File: config.mk
export PLATFORM = sky130hd
export DESIGN_NAME = rs_synd_seq
export DESIGN_NICKNAME = d
export VERILOG_FILES = /design/src/rtl/rs_synd_seq.sv
export SDC_FILE = /design/constraint.sdc
export NUM_CORES = 1
export LEC_CHECK = 0
export ABC_AREA = 1
export BUFFER_PORTS_ARGS = -buffer_cell sky130_fd_sc_hd__buf_2
export CAP_MARGIN = 20
export CELL_PAD_IN_SITES_DETAIL_PLACEMENT = 1
export CELL_PAD_IN_SITES_GLOBAL_PLACEMENT = 2
export CORE_ASPECT_RATIO = 0.9
export CORE_MARGIN = 3
export CORE_UTILIZATION = 30
export CTS_CLUSTER_DIAMETER = 50
export DETAILED_ROUTE_END_ITERATION = 12
export GPL_TIMING_DRIVEN = 0
export HOLD_SLACK_MARGIN = 0.05
export PLACE_DENSITY_LB_ADDON = 0.1
export SYNTH_ARGS = -nofsm -noshare
export SYNTH_HDL_FRONTEND = slang
export SYNTH_SLANG_ARGS = --single-unit
File: constraint.sdc
create_clock -name clk -period 2.8 [get_ports clk]
set_input_delay 0.28 -clock clk [delete_from_list [all_inputs] [get_ports clk]]
set_output_delay 0.28 -clock clk [all_outputs]
set_load 0.03 [all_outputs]
File: src/rtl/rs_synd_seq.sv
// Serial Reed-Solomon syndrome sequencer over GF(2^4) (x^4+x+1), Horner-form update per accepted symbol.
// Optional feature: define RS_SYND_ERRFLAG_EN to add the registered err_o (non-zero syndrome) flag.
module rs_synd_seq #(
  parameter int N_SYM  = 15,
  parameter int N_SYND = 4
) (
  input  logic                  clk,
  input  logic                  rst,
  input  logic                  sym_valid_i,
  input  logic [3:0]            sym_i,
  output logic                  sym_ready_o,
  input  logic                  abort_i,
  output logic [4*N_SYND-1:0]   synd_o,
  output logic                  synd_valid_o,
  input  logic                  synd_ready_i,
  output logic [3:0]            sym_cnt_o
`ifdef RS_SYND_ERRFLAG_EN
  ,
  output logic                  err_o
`endif
);

  typedef enum logic [1:0] {
    ST_IDLE = 2'd0,
    ST_ACC  = 2'd1,
    ST_DONE = 2'd2
  } state_t;

  localparam logic [3:0] LP_N_SYM = 4'(N_SYM);

  state_t                r_state;
  state_t                w_state_nxt;
  logic [3:0]            r_cnt;
  logic [3:0]            w_cnt_nxt;
  logic [3:0]            w_cnt_inc;
  logic [4*N_SYND-1:0]   r_synd;
  logic [4*N_SYND-1:0]   w_synd_nxt;
  logic [4*N_SYND-1:0]   w_synd_upd;
  logic                  r_sym_ready;
  logic                  r_synd_valid;
  logic                  w_accept;

  // Multiply by alpha: shift left and fold x^4 back as x+1.
  function automatic logic [3:0] gf_mul_alpha(input logic [3:0] a);
    return {a[2:0], 1'b0} ^ {2'b00, a[3], a[3]};
  endfunction

  function automatic logic [3:0] gf_mul_alpha_pow(input logic [3:0] a, input int p);
    logic [3:0] v;
    v = a;
    for (int k = 0; k < 4; k++) begin
      if (k < p) begin
        v = gf_mul_alpha(v);
      end else begin
        v = v;
      end
    end
    return v;
  endfunction

  assign w_accept  = sym_valid_i && r_sym_ready;
  assign w_cnt_inc = r_cnt + 4'd1;

  // Horner step for every syndrome: S_j * alpha^j + symbol.
  always_comb begin
    w_synd_upd = '0;
    for (int j = 1; j <= N_SYND; j++) begin
      w_synd_upd[4*j-1 -: 4] = gf_mul_alpha_pow(r_synd[4*j-1 -: 4], j) ^ sym_i;
    end
  end

  // Next-state, counter and syndrome selection; abort overrides everything.
  always_comb begin
    w_state_nxt = r_state;
    w_cnt_nxt   = r_cnt;
    w_synd_nxt  = r_synd;
    case (r_state)
      ST_IDLE: begin
        if (w_accept) begin
          w_state_nxt = ST_ACC;
          w_cnt_nxt   = 4'd1;
          w_synd_nxt  = w_synd_upd;
        end else begin
          w_state_nxt = ST_IDLE;
        end
      end
      ST_ACC: begin
        if (w_accept) begin
          w_cnt_nxt  = w_cnt_inc;
          w_synd_nxt = w_synd_upd;
          if (w_cnt_inc == LP_N_SYM) begin
            w_state_nxt = ST_DONE;
          end else begin
            w_state_nxt = ST_ACC;
          end
        end else begin
          w_state_nxt = ST_ACC;
        end
      end
      ST_DONE: begin
        if (synd_ready_i) begin
          w_state_nxt = ST_IDLE;
          w_cnt_nxt   = 4'd0;
          w_synd_nxt  = '0;
        end else begin
          w_state_nxt = ST_DONE;
        end
      end
      default: begin
        w_state_nxt = ST_IDLE;
        w_cnt_nxt   = 4'd0;
        w_synd_nxt  = '0;
      end
    endcase
    if (abort_i) begin
      w_state_nxt = ST_IDLE;
      w_cnt_nxt   = 4'd0;
      w_synd_nxt  = '0;
    end else begin
      w_state_nxt = w_state_nxt;
    end
  end

  // State and registered outputs, derived from the next state so they change with it.
  always_ff @(posedge clk) begin
    if (rst) begin
      r_state      <= ST_IDLE;
      r_cnt        <= 4'd0;
      r_synd       <= '0;
      r_sym_ready  <= 1'b1;
      r_synd_valid <= 1'b0;
    end else begin
      r_state      <= w_state_nxt;
      r_cnt        <= w_cnt_nxt;
      r_synd       <= w_synd_nxt;
      r_sym_ready  <= (w_state_nxt != ST_DONE);
      r_synd_valid <= (w_state_nxt == ST_DONE);
    end
  end

`ifdef RS_SYND_ERRFLAG_EN
  logic r_err;

  // Error flag registered with the syndromes; only meaningful while the set is presented.
  always_ff @(posedge clk) begin
    if (rst) begin
      r_err <= 1'b0;
    end else begin
      r_err <= (w_state_nxt == ST_DONE) ? (|w_synd_nxt) : 1'b0;
    end
  end

  assign err_o = r_err;
`endif

  assign sym_ready_o  = r_sym_ready;
  assign synd_valid_o = r_synd_valid;
  assign synd_o       = r_synd;
  assign sym_cnt_o    = r_cnt;

endmodule

==> results.json, run 1 <==
{
  "cts_tree": "done",
  "wl_per_cell_um": 12.1,
  "rows": 23,
  "synth_seq_area_share_pct": 33.2,
  "clkLatencyLatePin_ns": 0.27,
  "synth-async-reset-ratio_pct": 0,
  "cts_root_buf": "clkbuf_8",
  "drive_above_1_share_pct": 24.2,
  "synth_top_cell_by_area": "dfxtp_1",
  "ant_nets": 0,
  "dr.pass1.iters": 4,
  "skew_ns": 0.0108,
  "mostFrequentLayoutCells": "nand2_1, buf_2, inv_1",
  "cts_resized": 0,
  "reg2regPathDepth": 8,
  "num_vias": 1411,
  "die_area_sq_um": 5700,
  "dp.final_hpwl_mm": 2.94,
  "min_path_type": "input pin to register",
  "gp_congestion": 0.682,
  "antenna_found_initial": 0,
  "routed_wl_mm": 3.84,
  "cp.required_ns": 2.97,
  "fmax_mhz": 739,
  "reg2reg_slack_ns": 1.45,
  "cp_data_arrival_time_ns": 1.53,
  "clk_pin_slew_ns": 0.10,
  "synth_top_area_share_pct": 33.2,
  "total_power_uw": 813,
  "critPathMaxFanout": 7,
  "crit_path_start": "sym_cnt_o[0]$_SDFFE_PP0P_",
  "coreArea_sq_um": 4550,
  "relSlewSlack_pct": 49.1,
  "numClockSinks": 24,
  "final_common_cell": "nand2_1",
  "hold_violations": 0,
  "drv_slew": 0,
  "fin_crit_ns": 1.35,
  "setup_ws_ns": 1.45,
  "power_density_nw_per_um2": 465,
  "first_global_vias": 1413,
  "n_antenna_cell": 0,
  "grt_pass1_wl_mm": 6.87,
  "ir_drop_uv": 252,
  "stdcell_area_sq_um": 1750,
  "endpoint": "sym_ready_o$_SDFF_PP1_",
  "outcome": "completed",
  "syn_avg_cell_area_sq_um": 6.52,
  "crit_type": "register to register",
  "setup-tns-final_ns": 0,
  "synth-seq-cells": 24,
  "place_area_sq_um": 1680,
  "critPathCaptureType": "register",
  "grt_start_max_net_pins": 15,
  "portBuffers": 30,
  "rsz0062_at_grt": "false",
  "synth_area_leaders": "dfxtp_1, nand2_1, inv_1",
  "timing.rr.start": "sym_cnt_o[0]$_SDFFE_PP0P_",
  "track_usage_pct": 15.2,
  "cts.path.max_buffers": 2,
  "r2r_end": "sym_ready_o$_SDFF_PP1_",
  "synth-main-ff-cell": "dfxtp_1",
  "worst_hold_slack_ns": 0.161,
  "synthCells": 222,
  "avgViaCountPerCell": 4.44,
  "overflow": 0,
  "io_pins": 31,
  "syn_nets": 233,
  "synth_edf_count": 0,
  "ctsHoldBuffers": 0,
  "areaGrowthSynthToFinish_pct": 20.7,
  "h-tree-depth": 1,
  "leakagePower_uw": 0.000859,
  "worstMarginPinSlew_ns": 0.763,
  "nets": 268,
  "drt_iter0_markers": 65,
  "yosys.cell_types.count": 20,
  "die_h_um": 71.9,
  "drc": 0,
  "maxCapViolCount": 0,
  "post-route-period-util_pct": 48.3,
  "setup_viol": 0,
  "yosys_warnings": 0,
  "place_ws_ns": 1.38,
  "cts_setup_buffers": 0,
  "cts_buffers": 3,
  "critPathLaunchType": "register",
  "chipWidth_um": 79.2,
  "synthesis.area_sq_um": 1450,
  "start_util_pct": 31.8
}
## worst max-delay path, stage by stage, from the launching register on
cell and delay [ns]:
dfxtp_1 0.45, ha_1 0.21, inv_1 0.04, nand2_1 0.08, nand2_1 0.07, nor2_1 0.14
nand3b_1 0.14, nand2_1 0.08, nand2_1 0.05
## per-layer routing
| layer | vias to the layer above | routed length (um) | track usage, % |
|---|---|---|---|
| li1 | 739 | - | - |
| met1 | 649 | 2080 | 22.2 |
| met2 | 21 | 1590 | 23.6 |
| met3 | 2 | 149 | 3.23 |
| met4 | 0 | 19 | 2.29 |
| met5 | - | 0 | 0 |
## metrics by stage
stage / util, % / instances
after floorplan: - / 222
after global placement: 36.8 / 314
after detailed placement: 36.8 / 314
after CTS: 38.4 / 318
after global routing: 38.4 / 318
final: 38.4 / 318
## cells by family (layout without fill, tap and decap cells)
family	after synthesis	in the layout	share of synthesized area, %
DFF	24	24	33.2
adders and majority gates	2	2	1.73
buffers and inverters	33	67	10.1
xor gates and xnor gates	6	6	3.63
and+or+nand+nor	137	137	41.8
AOI/OAI and AO/OA	20	20	9.51
## report_power, final
part           total, uW  internal (uW)  switching, uW
sequential           363            351           12.2
combinational        137           46.3           90.7
clock                312            191            121
total                813            589            224
## synth_stat cells, types with 2 or more instances
| master | instances |
|---|---|
| nor2_1 | 13 |
| nand2_2 | 10 |
| nand2_1 | 96 |
| ha_1 | 2 |
| xor2_1 | 6 |
| clkbuf_1 | 2 |
| nand2_4 | 2 |
| dfxtp_1 | 24 |
| a21oi_2 | 10 |
| inv_1 | 27 |
| nand3_1 | 12 |
| a21oi_1 | 10 |
## worst min path at each step
stage,startpoint,endpoint,cells after the start
global placement,rst,r_state[0]$_SDFF_PP0_,2
floorplan,rst,r_state[0]$_SDFF_PP0_,1
global route,rst,r_state[0]$_SDFF_PP0_,2
detailed placement,rst,r_state[0]$_SDFF_PP0_,2
finish,rst,r_state[0]$_SDFF_PP0_,2
CTS,rst,r_state[0]$_SDFF_PP0_,2
## registers in the layout, summed over array words and instances, names as in the netlist
signal,count
sym_ready_o,1
r_state,2
synd_o,16
synd_valid_o,1
sym_cnt_o,4
## cell type report
cell class / count / area, sq um
inverters: 29 / 111
clock buffers: 3 / 41.3
repair buffers: 30 / 150
clock inverters: 1 / 30.0
well taps: 62 / 77.6
fillers: 627 / 2800
multi-input cells: 165 / 821
flip-flops and latches: 24 / 480
plain buffers: 4 / 35.0
(Power assumes the default switching activity.)
==> run 2: changes to the inputs <==
CORE_UTILIZATION = 26   (was 30)
clock period = 1.18 ns   (was 2.8 ns; I/O delays follow)
==> run 2 against run 1 <==
  * The run now ends with negative setup slack left
  * Core utilization is 2.0 points lower
  * Final cell count rose by 5.3%
  * Via count up 2.1%
  * Largest power group unchanged
  * Power rose by 120%
  * Critical path depth decreased by 1
  * Critical endpoint unchanged
  * Sequential cell count is the same
  * Non-clock buffer count rose by 12
  * Combinational power rose to 2.7 times the previous value
==> results.json, run 2 (same netlist as run 1, synthesis figures left out) <==
{
  "critPathCaptureType": "register",
  "dr.pass1.iters": 4,
  "critPathMaxFanout": 3,
  "cts_tree": "done",
  "outcome": "finished with violations",
  "die_h_um": 76.8,
  "violations": "negative setup slack",
  "start_util_pct": 27.2,
  "areaGrowthSynthToFinish_pct": 33.7,
  "routed_wl_mm": 4.35,
  "cts.path.max_buffers": 2,
  "coreArea_sq_um": 5320,
  "leakagePower_uw": 0.000920,
  "largest_reg_flops": 16,
  "drc": 0,
  "drt_iter0_markers": 40,
  "stdcell_area_sq_um": 1940,
  "cp.required_ns": 1.35,
  "drv_slew": 0,
  "first_global_vias": 1427,
  "io_pins": 31,
  "dp.final_hpwl_mm": 3.11,
  "n_antenna_cell": 0,
  "avgViaCountPerCell": 4.30,
  "place_ws_ns": -0.104,
  "rows": 25,
  "place_area_sq_um": 1690,
  "num_vias": 1440,
  "portBuffers": 30,
  "post-route-util_pct": 36.4,
  "drive_above_1_share_pct": 33.2,
  "final_common_cell": "nand2_1",
  "relSlewSlack_pct": 46.3,
  "min_path_type": "input pin to register",
  "cts_root_buf": "clkbuf_8",
  "grt_pass1_wl_mm": 7.29,
  "rsz0062_at_grt": "true",
  "maxCapViolCount": 0,
  "post-route-period-util_pct": 101,
  "clkLatencyLatePin_ns": 0.28,
  "hold_violations": 0,
  "clk_pin_slew_ns": 0.10,
  "grt_start_max_net_pins": 14,
  "track_usage_pct": 14.0,
  "ir_drop_uv": 335,
  "mostFrequentLayoutCells": "nand2_1, buf_2, inv_1",
  "gp_congestion": 0.733,
  "critPathLaunchType": "register",
  "nets": 280,
  "power_density_nw_per_um2": 904,
  "setup_ws_ns": -0.0130,
  "numClockSinks": 24,
  "fin_crit_ns": 1.19,
  "chipWidth_um": 84.7,
  "crit_type": "register to register",
  "fmax_mhz": 838,
  "h-tree-depth": 1,
  "wl_per_cell_um": 13.0,
  "ant_nets": 0,
  "overflow": 0,
  "cts_buffers": 3,
  "cp_data_arrival_time_ns": 1.36,
  "die_area_sq_um": 6500,
  "worstMarginPinSlew_ns": 0.806,
  "skew_ns": 0.00900,
  "antenna_found_initial": 0,
  "setup_viol": 5
}
[run 2: power breakdown]
group          internal (uW)  switching [uW]  total (uW)  leakage [uW]
registers                827            27.7         855      0.000198
logic                    136             234         370      0.000699
clock network            234             291         524     0.0000231
[run 2: worst paths after layout]
check / slack, ns / to / cells after the start / from
setup reg to reg: -0.01 / sym_ready_o$_SDFF_PP1_ / 7 / sym_cnt_o[1]$_SDFFE_PP0P_
setup / recovery: -0.01 / sym_ready_o$_SDFF_PP1_ / 7 / sym_cnt_o[1]$_SDFFE_PP0P_
hold / removal: 0.06 / sym_ready_o$_SDFF_PP1_ / 3 / rst
hold reg to reg: 0.51 / synd_o[2]$_SDFFE_PP0P_ / 2 / synd_o[2]$_SDFFE_PP0P_
[run 2: stage by stage]
| stage | hold WS, ns | instances | TNS [ns] | total power [uW] |
|---|---|---|---|---|
| after floorplan | 0.190 | 222 | 0 | 1110 |
| after global placement | 0.294 | 319 | -1.27 | 1210 |
| after detailed placement | 0.301 | 319 | -1.31 | 1210 |
| after CTS | 0.0533 | 329 | -0.106 | 1760 |
| after global routing | 0.0713 | 335 | -0.692 | 1850 |
| final | 0.0639 | 335 | -0.0284 | 1750 |
[run 2: cell type report]
class,count,area [sq um]
fillers,706,3380
clock buffers,3,41.3
flip-flops and latches,24,495
repair buffers,42,264
inverters,29,114
plain buffers,4,42.5
clock inverters,1,3.75
well taps,67,83.8
multi-input cells,165,891
[run 2: timing repair]
action                     in CTS  in global routing
setup buffers                   5                  5
pin swaps                       7                  7
gates cloned                    0                  1
setup endpoints to repair      18                 16
resized for setup              16                  8
hold buffers                    1                  0
hold endpoints to repair        1                  0
[run 2: metal layers]
metal	share of wire, %	track usage (%)
met3	3.1	3.01
met4	0.80	2.85
met1	53	19.8
met2	43	21.8
met5	0	0
[run 2: critical path: stages, from the launching register on]
cell      delay, ns
dfxtp_4        0.38
buf_6          0.11
ha_4           0.13
nand3_4        0.06
nor2_4         0.11
nand3b_1       0.15
nand2_1        0.09
nand2_1        0.05
